==> src/rtl/mux_arb_pkg.sv <==
// Shared definitions for the round-robin arbiter that sits beside the 4x1 MUX.
//   N_REQ  : number of requesters / MUX inputs
//   SEL_W  : width of the MUX select index {S0,S1}
//   state_e: arbiter control state
//   onehot : converts a select index into a one-hot grant vector
package mux_arb_pkg;

  localparam int N_REQ = 4;
  localparam int SEL_W = 2;

  typedef enum logic {
    IDLE = 1'b0,
    BUSY = 1'b1
  } state_e;

  function automatic logic [N_REQ-1:0] onehot(input logic [SEL_W-1:0] idx);
    logic [N_REQ-1:0] v;
    v      = '0;
    v[idx] = 1'b1;
    return v;
  endfunction

endpackage

==> src/rtl/mux_rr_arbiter_rr_pick.sv <==
// rr_pick: combinational rotating priority encoder.
//   req  : request vector
//   mask : bits set here are excluded from the pick
//   ptr  : highest-priority position; scan goes ptr, ptr+1, ... wrapping 3->0
//   idx  : index of the first eligible request found
//   any  : high when at least one eligible request exists (idx valid)
module rr_pick
  import mux_arb_pkg::*;
(
  input  logic [N_REQ-1:0] req,
  input  logic [N_REQ-1:0] mask,
  input  logic [SEL_W-1:0] ptr,
  output logic [SEL_W-1:0] idx,
  output logic             any
);

  logic [N_REQ-1:0] eligible;

  assign eligible = req & ~mask;

  // Scan from the farthest position back toward ptr so that the candidate
  // closest to ptr is the last one written and therefore wins.
  always_comb begin
    logic [SEL_W-1:0] cand;
    idx  = '0;
    any  = 1'b0;
    cand = '0;
    for (int k = N_REQ - 1; k >= 0; k--) begin
      cand = ptr + SEL_W'(k);
      if (eligible[cand]) begin
        idx = cand;
        any = 1'b1;
      end
    end
  end

endmodule

==> src/rtl/mux_rr_arbiter.sv <==
// mux_rr_arbiter: round-robin arbiter sharing a 4x1 MUX among four requesters.
// Grants one requester at a time and drives the MUX selects so that the
// granted input reaches Y. A hold limit forces rotation when others wait.
//   CLK   : system clock, all state on the rising edge
//   RST   : synchronous active-high reset
//   REQ   : REQ[i] requests routing of MUX input INi
//   GNT   : registered one-hot grant, all-zero when idle
//   S0    : MUX select MSB
//   S1    : MUX select LSB; selected input = {S0,S1}
//   VALID : high while Y carries a granted input (|GNT)
module mux_rr_arbiter
  import mux_arb_pkg::*;
#(
  parameter int MAX_HOLD = 8,
  parameter int CNT_W    = $clog2(MAX_HOLD + 1)
) (
  input  logic             CLK,
  input  logic             RST,
  input  logic [N_REQ-1:0] REQ,
  output logic [N_REQ-1:0] GNT,
  output logic             S0,
  output logic             S1,
  output logic             VALID
);

  localparam logic [CNT_W-1:0] HOLD_MAX = CNT_W'(MAX_HOLD);

  state_e           state_q, state_d;
  logic [SEL_W-1:0] own_q, own_d;
  logic [SEL_W-1:0] ptr_q, ptr_d;
  logic [CNT_W-1:0] cnt_q, cnt_d;
  logic [N_REQ-1:0] gnt_q, gnt_d;
  logic [SEL_W-1:0] sel_q, sel_d;

  logic [SEL_W-1:0] fresh_idx, masked_idx;
  logic             fresh_any, masked_any;
  logic             grant_new;
  logic [SEL_W-1:0] new_idx;

  // Fresh pick over all requests from the pointer.
  rr_pick u_pick_fresh (
    .req  (REQ),
    .mask ('0),
    .ptr  (ptr_q),
    .idx  (fresh_idx),
    .any  (fresh_any)
  );

  // Pick with the current owner excluded, used when the hold limit expires.
  rr_pick u_pick_masked (
    .req  (REQ),
    .mask (onehot(own_q)),
    .ptr  (ptr_q),
    .idx  (masked_idx),
    .any  (masked_any)
  );

  // State register
  always_ff @(posedge CLK) begin
    if (RST) begin
      state_q <= IDLE;
      own_q   <= '0;
      ptr_q   <= '0;
      cnt_q   <= '0;
      gnt_q   <= '0;
      sel_q   <= '0;
    end else begin
      state_q <= state_d;
      own_q   <= own_d;
      ptr_q   <= ptr_d;
      cnt_q   <= cnt_d;
      gnt_q   <= gnt_d;
      sel_q   <= sel_d;
    end
  end

  // Next-state logic
  always_comb begin
    state_d   = state_q;
    own_d     = own_q;
    ptr_d     = ptr_q;
    cnt_d     = cnt_q;
    gnt_d     = gnt_q;
    sel_d     = sel_q;
    grant_new = 1'b0;
    new_idx   = '0;

    case (state_q)
      IDLE: begin
        if (fresh_any) begin
          grant_new = 1'b1;
          new_idx   = fresh_idx;
        end
      end
      BUSY: begin
        if (REQ == '0) begin
          // Selects deliberately keep their last value.
          state_d = IDLE;
          gnt_d   = '0;
          cnt_d   = '0;
        end else if (REQ[own_q]) begin
          if (cnt_q < HOLD_MAX) begin
            cnt_d = cnt_q + CNT_W'(1);
          end else if (masked_any) begin
            grant_new = 1'b1;
            new_idx   = masked_idx;
          end else begin
            // Sole requester: keep ownership, restart the hold window.
            cnt_d = CNT_W'(1);
          end
        end else begin
          // Owner released while someone else waits: hand over directly.
          grant_new = 1'b1;
          new_idx   = fresh_idx;
        end
      end
      default: state_d = IDLE;
    endcase

    if (grant_new) begin
      state_d = BUSY;
      own_d   = new_idx;
      gnt_d   = onehot(new_idx);
      sel_d   = new_idx;
      cnt_d   = CNT_W'(1);
      ptr_d   = new_idx + SEL_W'(1);
    end
  end

  // Outputs (all driven straight from registers)
  always_comb begin
    GNT   = gnt_q;
    S0    = sel_q[1];
    S1    = sel_q[0];
    VALID = |gnt_q;
  end

endmodule

==> config.mk <==
export PLATFORM = sky130hd
export DESIGN_NAME = mux_rr_arbiter
export DESIGN_NICKNAME = d
export VERILOG_FILES = /design/src/rtl/mux_arb_pkg.sv /design/src/rtl/mux_rr_arbiter_rr_pick.sv /design/src/rtl/mux_rr_arbiter.sv
export SDC_FILE = /design/constraint.sdc
export NUM_CORES = 1
export LEC_CHECK = 0
export BUFFER_PORTS_ARGS = -buffer_cell sky130_fd_sc_hd__buf_4
export CORE_ASPECT_RATIO = 0.9
export CORE_MARGIN = 1.5
export CORE_UTILIZATION = 50
export CTS_CLUSTER_DIAMETER = 80
export DETAILED_ROUTE_END_ITERATION = 8
export GPL_TIMING_DRIVEN = 0
export PLACE_DENSITY = 0.72
export SLEW_MARGIN = 20
export SYNTH_ARGS = -nofsm -noshare
export SYNTH_HDL_FRONTEND = slang
export SYNTH_HIERARCHICAL = 1
export SYNTH_SLANG_ARGS = --single-unit
==> constraint.sdc <==
create_clock -name CLK -period 1.95 [get_ports CLK]
set_input_delay 0.0975 -clock CLK [delete_from_list [all_inputs] [get_ports CLK]]
set_output_delay 0.0975 -clock CLK [all_outputs]
set_load 0.005 [all_outputs]
Word level (Yosys, flattened, before mapping) --
Index checks and enable logic that the tools add are counted. Widths: inputs -> output; s select.
Word-level totals: register bits 13, bits of input ports 6, output and inout port bits 7, logic and storage cells 99
Operators by class: $add $sub $neg 5, $lt $le $gt $ge 9, eq/ne operators 2, muxes and demuxes 62, bitwise logic cells 3, reduce and logical (&&, ||, !) cells 12
Operator list (number):
- $mux 1 | 29
- $mux 4 | 7
- $mux 2 | 13
- $bmux 1 s2 | 9
- $lt 2x3->1 const B | 6
- $reduce_and 3->1 | 2
- $reduce_bool 2->1 | 3
- $add 2x1->2 const B | 2
- $add 2x2->2 const B | 2
- $add 4x1->4 const B | 1
- $and 4x4->4 | 1
- $demux 1 s2 | 2
- $ge 2x1->1 const B | 2
- $logic_not 4->1 | 1
- $lt 4x4->1 const B | 1
- $ne 4x1->1 const B | 1
- $not 4->4 | 1
- $pmux 2 s2 | 1
- $reduce_or 4->1 | 1
- $ne 3x1->1 const B | 1
- $reduce_bool 3->1 | 1
- $logic_and 1x1->1 | 2
- $pmux 1 s2 | 1
- $reduce_and 2->1 | 1
- 2 further kinds | 2

Logic depth before layout (Yosys ltp) --
depth after elaboration 22, gate-level depth with buffers 11, gate-level depth less buffers 10

Cells and area by module --
The synthesis kept the hierarchy.
By module, submodules not included:
- mux_rr_arbiter | instances 1, cells each 84, area each 800.8 µm², seq. area each 260.2 µm²
- rr_pick | instances 2, cells each 17, area each 107.6 µm², seq. area each 0.0 µm²

Worst setup path after synthesis --
No wires, ideal clock.
path type register -> register, start point reg, netlist name sel_q[0], end point reg gnt_q[2], in the netlist GNT[2], setup time 117 ps, data arrival time 1959 ps, required time 1833 ps, path slack -126 ps, cell stages (with the launch flop) 8, buffers on the path 1, period minus slack after synthesis 2076 ps, cells stage by stage dfxtp_1 mux4_2 and2_4 buf_6 a32oi_4 inv_1 ha_1 a22o_1
RTL lines:
- end signal, assigned | RTL line mux_rr_arbiter.sv:72 | gnt_q <= gnt_d;
- end, declared | RTL line mux_rr_arbiter.sv:32 | logic [N_REQ-1:0] gnt_q, gnt_d;

==> summary.txt <==
Largest net degree at the start of global routing: 12
Post-synth top flop: dfxtp_1
Setup TNS: -62.0 ps
Die Span Y: 45.8 µm
Drt pass-1 iters: 7
Detailed Route Iter0 Violations: 23
Hold Buf Count CTS: 0
Clock Latency Late Sink: 270 ps
First-pass GRT wire length: 4.15 mm
WP data arrival: 2140 ps
Share of layout cells above drive strength 1: 33.6%
Synth async-reset ratio: 0%
Syn avg cell area: 8.61 µm²
Number of synthesized flops with an enable pin: 0
Failing checks: negative setup slack
# rows: 15
Slowest CP cell: dfxtp_2
Worst Setup Path Type: reg2reg
Total power: 838 µW
Antenna violations before repair: 0
Fin worst setup slack: -16.2 ps
Max-slew headroom: 49.6%
H-tree depth: 1
Crit path max fanout: 6
Via count: 985
CTS tree: done
Status: finished with violations
Area growth syn-to-layout: 31.4%
Number of global-route vias before repair: 933
Die extent in x: 50.5 µm
Peak supply drop: 0.427 mV
Ant. Diodes: 0
Pre-CTS setup slack: -197 ps
Total gr overflow: 0
Final Hold Viols: 0
Combinational power share: 41.7%
Total clock sinks: 13
Post-route clock skew: 2.09 ps
Crit share post-route: 101%
Seq/Total Area, Yosys: 25.6%
Root Driver: clkbuf_4
Synth unique cells: 42
Sw Share: 35.4%
Slew @ Worst Pin: 747 ps
Power share of the clock group: 20.1%
Drc violations: 0
Max Cap Violations: 0
Sequential power share: 38.2%
PwrDens: 628 nW/µm²
Post-layout util: 69.7%
Num CTS Buffers: 3
Min-delay worst type: in2reg
Cells after synthesis: 118
Drt via density: 5.76
Endpoints failing setup: 5
Drt total wl: 2.52 mm
Yosys reg bits: 13
Placed wire-length estimate: 1.74 mm
Nets: 158
Worst-path clk slew: 80 ps
Final ANT Viol Nets: 0
Startpoint type of the worst setup path: flop
Crit. End Element: flop
RSZ-0062 raised after global routing: true
Int Pwr: 542 µW
I/O Pins: 13
Overall Global Routing Usage: 24.4%
WL per Instance: 14.8 µm
Port-buffer cells: 11
Final min period: 1970 ps
Die area: 2310 µm²
Leak: 0.000545 µW
Maximum clock insertion buffer count: 2
Fmax achieved: 509 MHz
Mapped cell area: 1020 µm²
Fillers: 158
Hold slack final: 212 ps
Net Sw Power: 296 µW
Critical path's largest stage delay: 340 ps
Critical path, cell by cell: buf_6 -> and2b_1 -> nand2b_4 -> nor2b_4 -> nand3_2 -> a21bo_2 -> o221ai_4 -> a21oi_2 -> a22o_1
Core ar.: 1910 µm²
GPL Wtd Cong: 0.824
Initial Util: 53.1%
Yosys warning total: 6
WP data required: 2120 ps
Slew Viols, Final: 0
==> path summary, 6_finish.rpt <==
check / start / cells after the start / end / slack (ps)
worst min register to register: GNT[0]$_SDFFE_PP0P_ / 1 / GNT[0]$_SDFFE_PP0P_ / 500
worst min-delay path: RST / 2 / sel_q[1]$_SDFFE_PP0P_ / 210
worst max-delay path: sel_q[1]$_SDFFE_PP0P_ / 9 / GNT[3]$_SDFFE_PP0P_ / -20
worst max register to register: sel_q[1]$_SDFFE_PP0P_ / 9 / GNT[3]$_SDFFE_PP0P_ / -20
==> Yosys cell counts (all sizes together) (4+ instances only) <==
cell / n / share of area [%]
dfxtp: 13 / 26
o21ai: 6 / 3.0
a21oi: 8 / 4.3
nand2: 5 / 1.8
nand2b: 9 / 5.5
a211oi: 5 / 4.7
a22o: 4 / 3.4
inv: 5 / 1.8
nor2b: 10 / 6.2
ha: 5 / 6.2
mux2i: 5 / 4.9
nand3: 6 / 3.0
nand3b: 6 / 4.4
==> cell families after synthesis <==
kind of cell | Yosys count | synth area share [%]
AND/OR/NAND/NOR | 48 | 28.0
flip-flops | 13 | 25.6
other | 1 | 0.369
multiplexers | 6 | 7.14
buffers and inverters | 9 | 4.19
adder cells (fa/ha/maj) | 5 | 6.16
AO/OA/AOI/OAI | 36 | 28.6
==> placed cells by master, fill, tap and decap left out, types with 2 or more instances in the layout <==
master / synthesis / layout
o21ai_0: 3 / 2
a21oi_1: 7 / 4
nor2_1: 2 / 2
nor3_1: 3 / 3
dfxtp_1: 13 / 11
nand3_1: 6 / 5
inv_1: 4 / 3
conb_1: 1 / 6
o21ai_1: 3 / 3
a211oi_2: 2 / 2
nor2b_1: 10 / 8
clkbuf_1: 2 / 2
nand2_1: 5 / 4
ha_1: 5 / 5
buf_4: 0 / 21
a21o_1: 2 / 2
mux2i_1: 5 / 5
a21oi_2: 1 / 3
nand2b_1: 9 / 7
nand3b_1: 6 / 6
and2_4: 1 / 2
nand2b_4: 0 / 2
a211oi_1: 3 / 3
inv_2: 1 / 2
clkbuf_4: 0 / 3
a22o_1: 4 / 4
==> through the flow <==
step / std cells / instance area, µm²
detailed placement: 159 / 1170
floorplan: 123 / 1050
global route: 171 / 1340
finish: 171 / 1340
global placement: 159 / 1170
CTS: 169 / 1320
==> cell type report <==
cell class                      instances  area [µm²]  share of cell area (%)
Timing Repair Buffer                   21         158                    11.8
Inverter                                5        18.8                    1.41
Buffer                                  2        15.0                    1.12
Clock buffer                            4        26.3                    1.97
Sequential cell                        13         265                    19.9
Tap cell                               25        31.3                    2.34
Multi-Input combinational cell        101         821                    61.5
==> critical path: cells and delay by family, from the launching register on <==
kind | cells | cell delay, ps
compound gates | 4 | 910
simple gates | 4 | 500
flops | 1 | 340
buf+inv | 1 | 110
==> metal layers <==
layer | up-vias | wire (µm) | GRT usage (%)
li1 | 491 | - | -
met3 | 4 | 102 | 7.57
met1 | 467 | 1140 | 29.7
met5 | - | 0 | 0
met2 | 23 | 1250 | 41.6
met4 | 0 | 31 | 8.11
==> what timing repair did <==
action | in CTS | in global routing
pin swaps | 6 | 4
resized for setup | 18 | 1
setup buffers | 8 | 2
endpoints found under the setup margin | 9 | 10
==> registers in the layout, indices dropped and copies added, names as in the netlist <==
register	count
cnt_q	4
sel_q	2
state_q	1
ptr_q	2
GNT	4
==> power by group through the flow <==
stage	combinational (µW)	clock (µW)	sequential, µW
3_3_place_gp	270	0	322
2_1_floorplan	201	0	317
5_1_grt	379	192	325
6_report	350	168	321
4_1_cts	336	174	319
3_5_place_dp	277	0	322
(Power assumes the default switching activity.)
